[src/rtl/shear_sort_pkg.sv]
// Shared encodings and sizing helpers for the shear-sort mesh sequencer.
// Phase count covers ceil(log2 ROWS) row+column pairs plus the closing row phase.
package shear_sort_pkg;

  typedef enum logic [1:0] {
    ST_IDLE = 2'd0,
    ST_LOAD = 2'd1,
    ST_RUN  = 2'd2,
    ST_DONE = 2'd3
  } state_e;

  localparam logic AXIS_ROW = 1'b0;
  localparam logic AXIS_COL = 1'b1;
  localparam logic DIR_ASC  = 1'b0;
  localparam logic DIR_DESC = 1'b1;

  function automatic int num_phases(input int rows);
    return 2 * $clog2(rows) + 1;
  endfunction

  function automatic int cnt_width(input int n);
    return (n <= 1) ? 1 : $clog2(n);
  endfunction

endpackage

[src/rtl/mesh_step_timer.sv]
// Step and sub-cycle counters for one odd-even transposition phase; frozen while adv_i is low.
// last_sub_o marks the final sub-cycle of a step, last_step_o the final sub-cycle of the phase.
module mesh_step_timer
  import shear_sort_pkg::*;
#(
  parameter int STEP_W      = 2,
  parameter int STEP_CYCLES = 2
) (
  input  logic              clk_i,
  input  logic              rst_i,
  input  logic              clr_i,
  input  logic              adv_i,
  input  logic [STEP_W-1:0] last_step_idx_i,
  output logic              last_sub_o,
  output logic              last_step_o
);

  localparam int SUB_W = cnt_width(STEP_CYCLES);
  localparam logic [SUB_W-1:0] SUB_LAST = SUB_W'(STEP_CYCLES - 1);

  logic [STEP_W-1:0] step_q, step_d;
  logic [SUB_W-1:0]  sub_q, sub_d;

  assign last_sub_o  = (sub_q == SUB_LAST);
  assign last_step_o = last_sub_o && (step_q == last_step_idx_i);

  always_comb begin
    step_d = step_q;
    sub_d  = sub_q;
    if (clr_i) begin
      step_d = '0;
      sub_d  = '0;
    end else if (adv_i) begin
      if (last_sub_o) begin
        sub_d  = '0;
        step_d = last_step_o ? '0 : step_q + STEP_W'(1);
      end else begin
        sub_d = sub_q + SUB_W'(1);
      end
    end
  end

  always_ff @(posedge clk_i or posedge rst_i) begin
    if (rst_i) begin
      step_q <= '0;
      sub_q  <= '0;
    end else begin
      step_q <= step_d;
      sub_q  <= sub_d;
    end
  end

endmodule

[src/rtl/shear_sort_ctrl.sv]
// Shear-sort sequencer: load, then alternating row/column phases, then a final row phase.
// Outputs are registered one cycle ahead; hold masks the strobes and freezes all state.
module shear_sort_ctrl
  import shear_sort_pkg::*;
#(
  parameter int ROWS        = 4,
  parameter int COLS        = 4,
  parameter int STEP_CYCLES = 2
) (
  input  logic            clk,
  input  logic            reset,
  input  logic            start,
  input  logic            hold,
  output logic            load_en,
  output logic            pe_en,
  output logic            axis,
  output logic            pair_parity,
  output logic [ROWS-1:0] dir_mask,
  output logic            busy,
  output logic            done
);

  localparam int NUM_PH = num_phases(ROWS);
  localparam int PH_W   = cnt_width(NUM_PH);
  localparam int MAX_N  = (ROWS > COLS) ? ROWS : COLS;
  localparam int STEP_W = cnt_width(MAX_N);

  localparam logic [STEP_W-1:0] ROW_LAST = STEP_W'(COLS - 1);
  localparam logic [STEP_W-1:0] COL_LAST = STEP_W'(ROWS - 1);
  localparam logic [PH_W-1:0]   PH_LAST  = PH_W'(NUM_PH - 1);

  state_e          state_q;
  logic [PH_W-1:0] phase_q;
  logic            load_en_q, pe_en_q, axis_q, parity_q, busy_q, done_q;
  logic [ROWS-1:0] dir_q;
  logic [ROWS-1:0] row_dir;

  logic            tmr_clr, tmr_adv, last_sub, last_step, last_phase;
  logic [STEP_W-1:0] last_step_idx;

  // Snake order: odd rows sort descending so the sorted sequence reads boustrophedon.
  always_comb begin
    row_dir = '0;
    for (int r = 0; r < ROWS; r++) begin
      row_dir[r] = (r % 2 == 1) ? DIR_DESC : DIR_ASC;
    end
  end

  assign tmr_clr       = (state_q == ST_LOAD) && !hold;
  assign tmr_adv       = (state_q == ST_RUN) && !hold;
  assign last_step_idx = (axis_q == AXIS_COL) ? COL_LAST : ROW_LAST;
  assign last_phase    = (phase_q == PH_LAST);

  mesh_step_timer #(
    .STEP_W      (STEP_W),
    .STEP_CYCLES (STEP_CYCLES)
  ) u_timer (
    .clk_i           (clk),
    .rst_i           (reset),
    .clr_i           (tmr_clr),
    .adv_i           (tmr_adv),
    .last_step_idx_i (last_step_idx),
    .last_sub_o      (last_sub),
    .last_step_o     (last_step)
  );

  always_ff @(posedge clk or posedge reset) begin
    if (reset) begin
      state_q   <= ST_IDLE;
      phase_q   <= '0;
      load_en_q <= 1'b0;
      pe_en_q   <= 1'b0;
      axis_q    <= AXIS_ROW;
      parity_q  <= 1'b0;
      dir_q     <= '0;
      busy_q    <= 1'b0;
      done_q    <= 1'b0;
    end else if (!hold) begin
      case (state_q)
        ST_IDLE: begin
          if (start) begin
            state_q   <= ST_LOAD;
            load_en_q <= 1'b1;
            busy_q    <= 1'b1;
          end
        end
        ST_LOAD: begin
          state_q   <= ST_RUN;
          load_en_q <= 1'b0;
          phase_q   <= '0;
          pe_en_q   <= 1'b1;
          axis_q    <= AXIS_ROW;
          parity_q  <= 1'b0;
          dir_q     <= row_dir;
        end
        ST_RUN: begin
          // The next cycle opens a new step unless this is the very last sub-cycle of the sort.
          pe_en_q <= last_sub && !(last_step && last_phase);
          if (last_step) begin
            parity_q <= 1'b0;
            if (last_phase) begin
              state_q <= ST_DONE;
              done_q  <= 1'b1;
              axis_q  <= AXIS_ROW;
              dir_q   <= '0;
            end else begin
              phase_q <= phase_q + PH_W'(1);
              axis_q  <= ~axis_q;
              dir_q   <= (axis_q == AXIS_COL) ? row_dir : '0;
            end
          end else if (last_sub) begin
            parity_q <= ~parity_q;
          end
        end
        ST_DONE: begin
          state_q <= ST_IDLE;
          done_q  <= 1'b0;
          busy_q  <= 1'b0;
        end
        default: begin
          state_q <= ST_IDLE;
        end
      endcase
    end
  end

  assign load_en     = load_en_q & ~hold;
  assign pe_en       = pe_en_q & ~hold;
  assign done        = done_q & ~hold;
  assign axis        = axis_q;
  assign pair_parity = parity_q;
  assign dir_mask    = dir_q;
  assign busy        = busy_q;

endmodule

[config.mk]
export PLATFORM = sky130hd
export DESIGN_NAME = shear_sort_ctrl
export DESIGN_NICKNAME = d
export VERILOG_FILES = /design/src/rtl/shear_sort_pkg.sv /design/src/rtl/mesh_step_timer.sv /design/src/rtl/shear_sort_ctrl.sv
export SDC_FILE = /design/constraint.sdc
export NUM_CORES = 1
export LEC_CHECK = 0
export ABC_CLOCK_PERIOD_IN_PS = 2150
export CAP_MARGIN = 15
export CORE_UTILIZATION = 30
export CTS_CLUSTER_SIZE = 40
export DETAILED_ROUTE_END_ITERATION = 6
export PLACE_DENSITY_LB_ADDON = 0.12
export SYNTH_ARGS = -nofsm -noshare
export SYNTH_HDL_FRONTEND = slang
export SYNTH_SLANG_ARGS = --single-unit
[constraint.sdc]
create_clock -name clk -period 2.15 [get_ports clk]
set_input_delay 0.3225 -clock clk [delete_from_list [all_inputs] [get_ports clk]]
set_output_delay 0.3225 -clock clk [all_outputs]
set_load 0.05 [all_outputs]
==> results of run 1 <==
-- report_power, final --
part           total (W)  internal (W)  switching, W
clock           0.000162     0.0000719     0.0000898
sequential      0.000472      0.000376     0.0000956
combinational   0.000702      0.000303      0.000399
-- cell usage in the layout (no fill, tap or decap), drive strengths merged, types with 4 or more instances in the layout --
cell type and n:
buf 7, clkbuf 4, clkdlybuf4s50 8, dfrtp 15
ha 7, inv 7, nand2 12, nor2b 4
o21ai 6
-- metal layers --
metal / vias up / GRT usage (%)
met5: - / 0
met4: 0 / 5.10
met3: 2 / 2.68
met2: 11 / 21.0
met1: 374 / 18.0
li1: 374 / -
-- worst max path at each step --
stage | start | to | slack [ps] | depth (start not counted)
6_report | axis$_DFFE_PP0P_ | axis | 300 | 1
3_3_place_gp | hold | axis$_DFFE_PP0P_ | 260 | 4
2_1_floorplan | phase_q[0]$_DFFE_PP0P_ | state_q[1]$_DFFE_PP0P_ | 600 | 5
5_1_grt | state_q[0]$_DFFE_PP0P_ | phase_q[2]$_DFFE_PP0P_ | 220 | 5
4_1_cts | axis$_DFFE_PP0P_ | axis | 290 | 1
3_5_place_dp | hold | axis$_DFFE_PP0P_ | 230 | 4
-- through the flow --
step                      setup WS [ps]  total power (W)  instance area (µm²)
after global routing                218          0.00146                 1150
after floorplan                     604         0.000960                  952
after detailed placement            232          0.00119                 1130
after global placement              263          0.00119                 1130
final                               299          0.00134                 1150
after CTS                           294          0.00135                 1150
-- kinds of logic (layout without fill, tap and decap cells) --
kind of cell	count (synthesis)	count (layout)	synth area share [%]
fa+ha+maj	7	7	9.23
compound gates	24	24	18.9
other cells	1	2	0.395
flops	15	15	39.6
simple gates	34	34	20.3
mux	3	3	3.56
buf+inv	15	26	8.05
-- final cells by class --
cell class                 count  share of cell area, %
inverter                       7                   2.28
multi-input combinational     70                   43.4
tap                           44                   4.77
timing repair buffer          15                   14.8
clock buffer                   4                   2.28
sequential                    15                   32.5
-- registers in the layout (all words and copies together) (netlist names) --
| register | cells |
|---|---|
| axis | 1 |
| busy | 1 |
| dir_mask | 1 |
| done_q | 1 |
| load_en_q | 1 |
| pair_parity | 1 |
| pe_en_q | 1 |
| phase_q | 3 |
| state_q | 2 |
| u_timer.last_sub_o | 1 |
| u_timer.step_q | 2 |
==> impl_metrics.csv, run 1 <==
group,metric,value,unit
worst_hold_path,min_path_type,"in -> async",
timing,maxSlewHeadroom,59.3,%
route,wl_met1,928,µm
route,viasPerCell,4.91,
synthesis,synth_top_area_share,39.6,%
route,ant_nets,0,
floorplan,core_area,3030,µm²
layout,final_nets,123,
timing,rsz0062_at_grt,"no",
timing,finalCriticalPeriod,1850,ps
synthesis,synth_area_leaders,"dfrtp_1, ha_1, nand2_1",
timing,finClkSkew,4.28,ps
route,firstDrtPassIters,4,
clock_tree,cts_num_sinks,15,
route,remaining_drc_errors,0,
grt,antenna_found_initial,0,
setup_path,cp_num_buf_inv,1,
floorplan,start_util,31.3,%
synthesis,synthArstFlopShare,100,%
synthesis,syn_avg_cell_area,9.58,µm²
route,highest_layer,"met4",
timing,fmax,540,MHz
synthesis,syn-cell-area,948,µm²
layout,seqCellArea,375,µm²
setup_path,crit_slowest_cell,"clkdlybuf4s50_1",
clock_tree,path_clk_slew,90,ps
setup_path,endpoint_kind,"output pin",
setup_path,cp_cell_sequence,"clkdlybuf4s50_1",
route,wl_met3,43,µm
layout,postLayoutCoreUtil,38.1,%
timing,tightest_slew,610,ps
timing,fin_crit_sh,86.1,%
synthesis,ys_types,35,
clock_tree,cts_max_path_buffers,2,
job,max-cap-violations,0,
placed_design,io_buffers,11,
synthesis,yosys.area.top_type,"dfrtp_1",
floorplan,fp.dieH,58.2,µm
placed_design,routabilityCongestion,0.736,
timing,slew_viol_final,0,
pwr,power.density,1160,nW/µm²
layout,drive_gt1_share,14.4,%
layout,areaGrowthSynthToFinish,21.6,%
setup_path,worstRegToRegCells,5,
setup_path,crit_required,1830,ps
clock_tree,htreeDepth,1,
layout,multi_input_area,500,µm²
clock_tree,ctsHoldBuffers,0,
synthesis,synthTopCellsByCount,"dfrtp_1, nand2_1, ha_1, inv_1, o21ai_0",
clock_tree,root_buffer,"clkbuf_4",
timing,finalSetupTns,0,ps
run_status,status,"finished, final reports clean",
grt,grt_pass1_wl,3460,µm
floorplan,io_pins,14,
setup_path,cp.arrival,1530,ps
floorplan,die_area,3390,µm²
synthesis,yosys_register_bits,15,
setup_path,path_max_fanout,5,
clock_tree,cts_buffers,3,
synthesis,synth_edf_count,0,
grt,overflow,0,
floorplan,rows,20,
placed_design,dp_hpwl,1370,µm
setup_path,critical_path.startpoint_type,"register",
clock_tree,clk_latency,280,ps
synthesis,ys_warn_count,0,
clock_tree,cts_tree,"yes",
route,drt_first_iter_violations,18,
layout,diodes,0,
grt,grt_usage,13.3,%
layout,final-instance-count-excl-fill,155,
setup_path,r2r-start,"state_q[0]$_DFFE_PP0P_",
synthesis,synth-main-ff-cell,"dfrtp_1",
setup_path,worstSetupPathType,"reg -> out",
synthesis,seq_area_frac_synth,39.6,%
timing,setup_viol,0,
setup_path,reg2reg_setup_slack,350,ps
pwr,p_leak,0.502,nW
placed_design,placedCellCount,151,
clock_tree,post_cts_resized,0,
route,num_vias,761,
setup_path,max_stage_delay,830,ps
floorplan,die_w,58.2,µm
timing,fin_hold_ws,404,ps
setup_path,cp_top_family,"buffers and inverters",
grt,grt_pass1_vias,786,
clock_tree,post_cts_buffers,0,
route,wl_met2,874,µm
synthesis,postSynthCellCount,99,
route,drt-total-wl,1870,µm
layout,nFillCells,318,
route,wl_per_cell,12.0,µm
synthesis,synth_most_common_cell,"dfrtp_1",
timing,hold_viol_final,0,
pwr,irDropWorstVdd,0.451,mV
setup_path,r2r_end,"phase_q[2]$_DFFE_PP0P_",
grt,grt_max_degree,17,
Note: power is estimated with default switching activity, not from simulation.
==> run 2, diff against run 1 <==
- CTS_CLUSTER_DIAMETER: unset -> 40
- SKIP_CTS_REPAIR_TIMING: unset -> 1
==> results of run 2 <==
No change in the layout: final DEF, timing and power equal those of run 1.
